## config.mk

```make
export PLATFORM = sky130hd
export DESIGN_NAME = stump_reg_scan
export DESIGN_NICKNAME = d
export VERILOG_FILES = /design/src/rtl/stump_reg_scan_pkg.sv /design/src/rtl/stump_reg_scan.sv
export SDC_FILE = /design/constraint.sdc
export NUM_CORES = 1
export LEC_CHECK = 0
export ABC_CLOCK_PERIOD_IN_PS = 1400
export BUFFER_PORTS_ARGS = -buffer_cell sky130_fd_sc_hd__buf_2
export CORE_UTILIZATION = 43
export DETAILED_ROUTE_END_ITERATION = 10
export PLACE_DENSITY = 0.77
export SYNTH_ARGS = -nofsm -noshare
export SYNTH_HDL_FRONTEND = slang
export SYNTH_SLANG_ARGS = --single-unit
```

## constraint.sdc

```tcl
create_clock -name clk -period 1.4 [get_ports clk]
set_input_delay 0.21 -clock clk [delete_from_list [all_inputs] [get_ports clk]]
set_output_delay 0.21 -clock clk [all_outputs]
set_load 0.05 [all_outputs]
```

## src/rtl/stump_reg_scan_pkg.sv

```systemverilog
// Shared definitions for the Stump register-bank debug scanner: default
// geometry of the bank and the scanner state encoding. The host-side debug
// block decodes the same state values, so the encodings are fixed here.
package stump_reg_scan_pkg;

   localparam int SCAN_NUM_REGS = 8;
   localparam int SCAN_ADDR_W   = 3;
   localparam int SCAN_DATA_W   = 16;

   typedef enum logic [1:0] {
      ST_IDLE = 2'd0,
      ST_LOAD = 2'd1,
      ST_SEND = 2'd2
   } scan_state_t;

endpackage

```

## src/rtl/stump_reg_scan.sv

```systemverilog
// Debug reader for the Stump register bank's observability port C.
// Walks read_addr_C over the bank (full dump or a single register), samples
// each register during its own LOAD cycle and streams (addr, data) beats to
// the debug host over a valid/ready interface. The execution ports are never
// touched and the bank is never written.
module stump_reg_scan
   import stump_reg_scan_pkg::*;
#(
   parameter int NUM_REGS = SCAN_NUM_REGS,
   parameter int ADDR_W   = SCAN_ADDR_W,
   parameter int DATA_W   = SCAN_DATA_W,
   parameter int SKIP_R0  = 0
)(
   input  logic              clk,
   input  logic              rst,
   input  logic              scan_req,
   input  logic              single_req,
   input  logic [ADDR_W-1:0] single_addr,
   input  logic              abort,
   output logic              busy,
   output logic [ADDR_W-1:0] reg_addr_C,
   input  logic [DATA_W-1:0] reg_data_C,
   output logic              out_valid,
   input  logic              out_ready,
   output logic [ADDR_W-1:0] out_addr,
   output logic [DATA_W-1:0] out_data,
   output logic              out_last,
   output logic              done
);

   // First register of a full dump: r0 is hard-wired zero, so it may be skipped.
   localparam logic [ADDR_W-1:0] DUMP_FIRST = (SKIP_R0 != 0) ? ADDR_W'(1) : ADDR_W'(0);
   localparam logic [ADDR_W-1:0] DUMP_LAST  = ADDR_W'(NUM_REGS - 1);

   scan_state_t       state;
   scan_state_t       state_next;
   logic [ADDR_W-1:0] idx;
   logic [ADDR_W-1:0] last_idx;
   logic              single_ok;
   logic              start_scan;
   logic              start_single;
   logic              capture;
   logic              accept;
   logic              aborting;

   // A single read of a register that does not exist is dropped.
   assign single_ok = ({1'b0, single_addr} < (ADDR_W + 1)'(NUM_REGS));

   // idx only changes on the way into LOAD, so it doubles as the port-C
   // address: it equals idx during LOAD and holds its last value elsewhere.
   assign reg_addr_C = idx;
   assign busy       = (state != ST_IDLE);

   // State register.
   always_ff @(posedge clk) begin
      if (rst) begin
         state <= ST_IDLE;
      end else begin
         state <= state_next;
      end
   end

   // Next-state decode and the control strobes that drive the datapath.
   // abort outranks acceptance, and scan_req outranks single_req.
   always_comb begin
      state_next   = state;
      start_scan   = 1'b0;
      start_single = 1'b0;
      capture      = 1'b0;
      accept       = 1'b0;
      aborting     = 1'b0;
      case (state)
         ST_IDLE: begin
            if (scan_req) begin
               start_scan = 1'b1;
               state_next = ST_LOAD;
            end else if (single_req && single_ok) begin
               start_single = 1'b1;
               state_next   = ST_LOAD;
            end
         end
         ST_LOAD: begin
            if (abort) begin
               aborting   = 1'b1;
               state_next = ST_IDLE;
            end else begin
               capture    = 1'b1;
               state_next = ST_SEND;
            end
         end
         ST_SEND: begin
            if (abort) begin
               aborting   = 1'b1;
               state_next = ST_IDLE;
            end else if (out_valid && out_ready) begin
               accept     = 1'b1;
               state_next = out_last ? ST_IDLE : ST_LOAD;
            end
         end
         default: begin
            state_next = ST_IDLE;
         end
      endcase
   end

   // Scan index, beat register and done pulse. The beat is captured once in
   // LOAD and then held untouched until the host takes it or the scan aborts.
   always_ff @(posedge clk) begin
      if (rst) begin
         idx       <= '0;
         last_idx  <= '0;
         out_valid <= 1'b0;
         out_addr  <= '0;
         out_data  <= '0;
         out_last  <= 1'b0;
         done      <= 1'b0;
      end else begin
         done <= 1'b0;
         if (start_scan) begin
            idx      <= DUMP_FIRST;
            last_idx <= DUMP_LAST;
         end
         if (start_single) begin
            idx      <= single_addr;
            last_idx <= single_addr;
         end
         if (capture) begin
            out_data  <= reg_data_C;
            out_addr  <= idx;
            out_last  <= (idx == last_idx);
            out_valid <= 1'b1;
         end
         if (aborting) begin
            out_valid <= 1'b0;
         end
         if (accept) begin
            out_valid <= 1'b0;
            if (out_last) begin
               done <= 1'b1;
            end else begin
               idx <= idx + 1'b1;
            end
         end
      end
   end

endmodule

```

Word level (Yosys, flattened, before mapping)
Index checks and enable logic that the tools add are counted.
{"block": "classes", "add_sub_neg": 1, "multipliers": 0, "n_div": 0, "magnitude_cmp": 0, "eq_ne": 5, "shifts": 0, "muxes": 26, "bitwise": 1, "reduce_logical": 8}
{"cell": "$mux 3", "count": 6}
{"cell": "$mux 1", "count": 14}
{"cell": "$mux 2", "count": 5}
{"cell": "$ne 3x3->1 const B", "count": 2}
{"cell": "$pmux 2 s3", "count": 1}
{"cell": "$reduce_bool 2->1", "count": 2}
{"cell": "$reduce_or 2->1", "count": 2}
{"cell": "$add 3x1->3 const B", "count": 1}
{"cell": "$eq 3x3->1", "count": 1}
{"cell": "$reduce_or 3->1", "count": 1}
{"cell": "$eq 2x1->1 const B", "count": 1}
{"cell": "$eq 2x2->1 const B", "count": 1}
{"cell": "$logic_not 2->1", "count": 1}
{"cell": "$reduce_and 2->1", "count": 1}
{"cell": "$logic_and 1x1->1", "count": 1}
{"cell": "$not 1->1", "count": 1}
{"block": "word_totals", "register_bits": 30, "latchBits": 0, "mem_bits_rw": 0, "mem_bits_ro": 0, "inputBits": 25, "output_inout_bits": 26, "wordCells": 49, "memories": 0}

Depth between registers and ports, before layout
{"block": "depth", "depth_word": 6, "mapped_depth": 7, "ltp_nobuf": 6}

Worst setup path before layout
OpenSTA, ideal clock, no wires.
{"block": "synth_path", "kind": "register to register", "from": "register out_valid", "to": "register idx[2], in the netlist reg_addr_C[2]", "setup_time_ns": 0.074, "t_arrival_ns": 1.515, "t_required_ns": 1.326, "path_slack_ns": -0.189, "stages_incl_launch_ff": 5, "path_buffers": 0, "synth_period_minus_slack_ns": 1.589, "path_cell_list": "dfxtp_1 -> nand4b_4 -> nor2_4 -> mux2_2 -> o22ai_2"}
{"block": "synth_between", "elab_chain_len": 5}
{"item": "start, declared", "line_no": "stump_reg_scan.sv:23", "text": "output logic out_valid,"}
{"item": "start signal, assigned", "line_no": "stump_reg_scan.sv:112", "text": "out_valid <= 1'b0;"}
{"item": "start signal, assigned", "line_no": "stump_reg_scan.sv:131", "text": "out_valid <= 1'b1;"}
{"item": "start signal, assigned", "line_no": "stump_reg_scan.sv:134", "text": "out_valid <= 1'b0;"}
{"item": "$logic_and 1x1->1", "line_no": "stump_reg_scan.sv:95", "text": "end else if (out_valid && out_ready) begin"}
{"item": "$mux 1", "line_no": "stump_reg_scan.sv:95"}
{"item": "$mux 1", "line_no": "stump_reg_scan.sv:92", "text": "if (abort) begin"}
{"item": "$mux 1", "line_no": "stump_reg_scan.sv:72", "text": "case (state)"}
{"item": "$mux 3", "line_no": "stump_reg_scan.sv:136", "text": "if (accept) begin"}
{"item": "end signal, assigned", "line_no": "stump_reg_scan.sv:124", "text": "idx <= single_addr;"}
{"item": "end signal, assigned", "line_no": "stump_reg_scan.sv:141", "text": "idx <= idx + 1'b1;"}
{"item": "end, declared", "line_no": "stump_reg_scan.sv:37", "text": "logic [ADDR_W-1:0] idx;"}
No other way between the ends.
A chain may end at the register's enable or synchronous reset.

Worst setup path in the final report
{"block": "layout_path", "from": "register state[0]", "to": "register idx[1], in the netlist reg_addr_C[1]"}
{"block": "layout_between", "elab_chain_len": 6, "word_cells_on_any_way": 9, "cone_classes": "1 x eq/ne; 7 x mux; 1 x reduce/logical"}
{"item": "start, declared", "line_no": "stump_reg_scan.sv:35", "text": "scan_state_t state;"}
{"item": "start signal, assigned", "line_no": "stump_reg_scan.sv:59", "text": "state <= state_next;"}
{"item": "$logic_not 2->1", "line_no": "stump_reg_scan.sv:72"}
{"item": "$mux 1", "line_no": "stump_reg_scan.sv:72"}
{"item": "$mux 3", "line_no": "stump_reg_scan.sv:119", "text": "if (start_scan) begin"}
{"item": "$mux 3", "line_no": "stump_reg_scan.sv:123", "text": "if (start_single) begin"}
{"item": "$mux 3", "line_no": "stump_reg_scan.sv:138", "text": "if (out_last) begin"}
{"item": "$mux 3 *", "line_no": "stump_reg_scan.sv:136"}
Every way passes the cells marked *; elsewhere a longest branch is shown, timed or not.

==> summary.md <==
| Metric | Value |
|---|---|
| Status | `finished with violations` |
| Failing checks | `design-rule violations, negative setup slack` |
| 1st-pass router iterations | `7` |
| # hold bufs at CTS | `0` |
| Top FF cell, synth | `dfxtp_1` |
| Gp weighted congestion | `0.842` |
| Worst-path cell chain | `inv_4 > buf_12 > ha_4 > nand4b_4 > nor2_4 > buf_6 > a221oi_2 > nor3_1` |
| CTS Buf Count | `5` |
| Area grow syn2layout | `45.1%` |
| Final worst slack | `-30.5 ps` |
| Routed Antenna Nets | `0` |
| Final cell count without fillers | `246` |
| H-tree depth | `2` |
| Fill cell count | `232` |
| Crit path capture type | `flip-flop` |
| Met3 wire len | `186 µm` |
| Core area | `2830 µm²` |
| Setup TNS | `-109 ps` |
| Initial Utilization | `0.465` |
| N_diodes | `0` |
| EDFF count, synth | `0` |
| Pint | `1.77 mW` |
| Crit path launch | `state[0]` |
| Largest net degree at the start of global routing | `23` |
| Worst hold start | `reg_data_C[2]` |
| DR top layer | `met4` |
| Syn_area_per_cell | `8.65 µm²` |
| First-pass GRT wire length | `5.04 mm` |
| Buffers from clock root to sink, at most | `2` |
| CP Launch Type | `flip-flop` |
| # setup viols final | `5` |
| Syn Nets | `183` |
| Yosys Warn Count | `0` |
| Slowest cell delay on critical path | `350 ps` |
| Final WL | `3.11 mm` |
| Worst EP arrival | `1660 ps` |
| Crit path max-delay family | `simple AND/OR/NAND/NOR gates` |
| NumNets Final | `245` |
| Post-Syn Area | `1320 µm²` |
| Pre-CTS WS | `-66.3 ps` |
| Root buf cell | `clkbuf_4` |
| Worst-path fanout max | `3` |
| Comb power frac | `0.249` |
| Worst slew pin tran | `335 ps` |
| RSZ-0062 raised after global routing | `true` |
| DPL Wire Length | `2.10 mm` |
| Worst-Skew Late Latency | `320 ps` |
| DR WL/cell | `12.6 µm` |
| Total Routing Usage GR | `0.202` |
| Hold WC Path Type | `in -> reg` |
| Remaining Overflow, GRT | `0` |
| TritonCTS Sinks | `30` |
| Worst-case clock skew | `3.64 ps` |
| Worst path required time | `1630 ps` |
| Vias per cell | `5.05` |
| Slowest CP cell | `dfxtp_2` |
| Met2 WL post-DR | `1.58 mm` |
| Worst-path clk slew | `100 ps` |
| Switching share of power | `0.289` |
| Max VDD drop | `850 µV` |
| Die Area | `3280 µm²` |
| Die height | `57.3 µm` |
| Layout cells sized above 1 | `0.447` |
| Min Tclk post-route | `1430 ps` |
| Clk pwr share | `0.366` |
| Max cap viols | `0` |
| Number of synthesized register bits | `30` |
| Worst path bufs/invs | `3` |
| Port bufs | `50` |
| DP Area | `1700 µm²` |
| Die extent in x | `57.3 µm` |
| Fin crit share | `1.02` |
| TritonCTS clock tree | `yes` |
| Register area share after synthesis | `0.457` |
| Metal-1 WL | `1.31 mm` |
| First DRT Iteration DRCs | `63` |
| Critical path class | `reg -> reg` |
| Placed Cells | `235` |
| Final Cell Area | `1910 µm²` |
| Core Rows | `19` |
| Final slew viol count | `0` |
| Via Count | `1242` |
| Netlist cell types | `31` |
| Pwr dens | `1300 nW/µm²` |
| Vias in the first global route | `1173` |
| Gate count after technology mapping | `152` |
| Worst slew margin | `0.776` |
| Final hold vios | `0` |
| Post-synthesis async set-or-reset flop share | `0` |
| P_sw | `0.719 mW` |
| # IOs | `51` |
| Antenna violations before repair | `0` |
| Drt drc | `5` |
| LEAKAGE | `0.865 nW` |
| Reg2reg start | `state[0]` |
| Fmax | `0.699 GHz` |
| Seq pwr share | `0.385` |
==> cell type report <==
class / count / area, µm² / area share
multi-input combinational: 109 / 717 / 0.376
sequential: 30 / 607 / 0.318
timing repair buffer: 63 / 410 / 0.215
clock inverter: 2 / 60.1 / 0.0315
clock buffer: 6 / 51.3 / 0.0269
tap: 31 / 38.8 / 0.0203
inverter: 5 / 23.8 / 0.0125
==> tightest hold or removal path: stages <==
cell	delay, ps
buf_2	90
nand2_1	40
a21oi_1	50
==> power groups by stage <==
stage	Sequential, mW	Combinational (mW)	Clock (mW)
after global placement	0.972	0.534	0
after floorplan	1.11	0.230	0
final	0.957	0.619	0.911
after global routing	0.965	0.666	0.974
after CTS	0.955	0.578	0.930
after detailed placement	0.974	0.539	0
==> stage by stage <==
step	hold slack (ps)	util	total power, mW
6_report	113	0.674	2.49
5_1_grt	92.8	0.674	2.60
4_1_cts	100	0.655	2.46
3_5_place_dp	445	0.600	1.51
3_3_place_gp	440	0.600	1.51
2_1_floorplan	301	-	1.34
==> path summary, 6_finish.rpt <==
kind	to	slack, ps	cells past startpoint
worst max-delay path	reg_addr_C[1]	-30	8
worst min-delay path	out_data[2]	110	3
worst max register to register	reg_addr_C[1]	-30	8
worst min register to register	out_addr[1]	450	2
==> layer usage <==
layer  global-route usage  up-vias
met2                0.348       39
met4               0.0732        0
li1                     -      632
met3               0.0748        6
met1                0.229      565
met5                    0        -
==> flip-flops by register name, summed over array words and instances, names as in the netlist <==
signal	flops
out_data	16
last_idx	3
out_addr	3
reg_addr_C	3
state	2
done	1
out_last	1
out_valid	1
==> logic make-up (layout without fill, tap and decap cells) <==
family	after synthesis	after routing	share of synthesized area
and+or+nand+nor	62	62	0.235
AOI/OAI and AO/OA	34	34	0.154
DFF	30	30	0.457
buffers and inverters	13	76	0.0457
adders and majority gates	6	6	0.0571
muxes	4	4	0.0314
xor gates and xnor gates	3	3	0.0200
==> Yosys cell counts, types with 2 or more instances <==
cell	n	area, µm²
nand2_1	42	158
nor2_4	2	22.5
nor3b_1	2	15.0
o21ai_0	4	20.0
buf_2	3	15.0
dfxtp_1	30	601
inv_1	5	18.8
nand2b_1	3	18.8
nor2_1	3	11.3
clkbuf_1	4	15.0
a21oi_1	24	120
nor3_1	2	10.0
xnor2_1	3	26.3
ha_1	6	75.1
mux2i_1	3	30.0
==> timing repair <==
action,in CTS,in global routing
pin swaps,6,5
resized for setup,9,13
endpoints found under the setup margin,6,24
buffers inserted,2,1
cloned,0,0
==> layout by cell type (no fill, tap or decap), drive strengths merged, types with 2 or more instances in the layout <==
cell    instances
a211oi          2
a21oi          24
a221oi          2
buf            63
bufinv          2
clkbuf          6
dfxtp          30
ha              6
inv             5
mux2i           3
nand2          43
nand2b          3
nor2            5
nor3            2
nor3b           2
o21ai           4
xnor2           3
No activity file was read; power rests on OpenSTA's default activity.
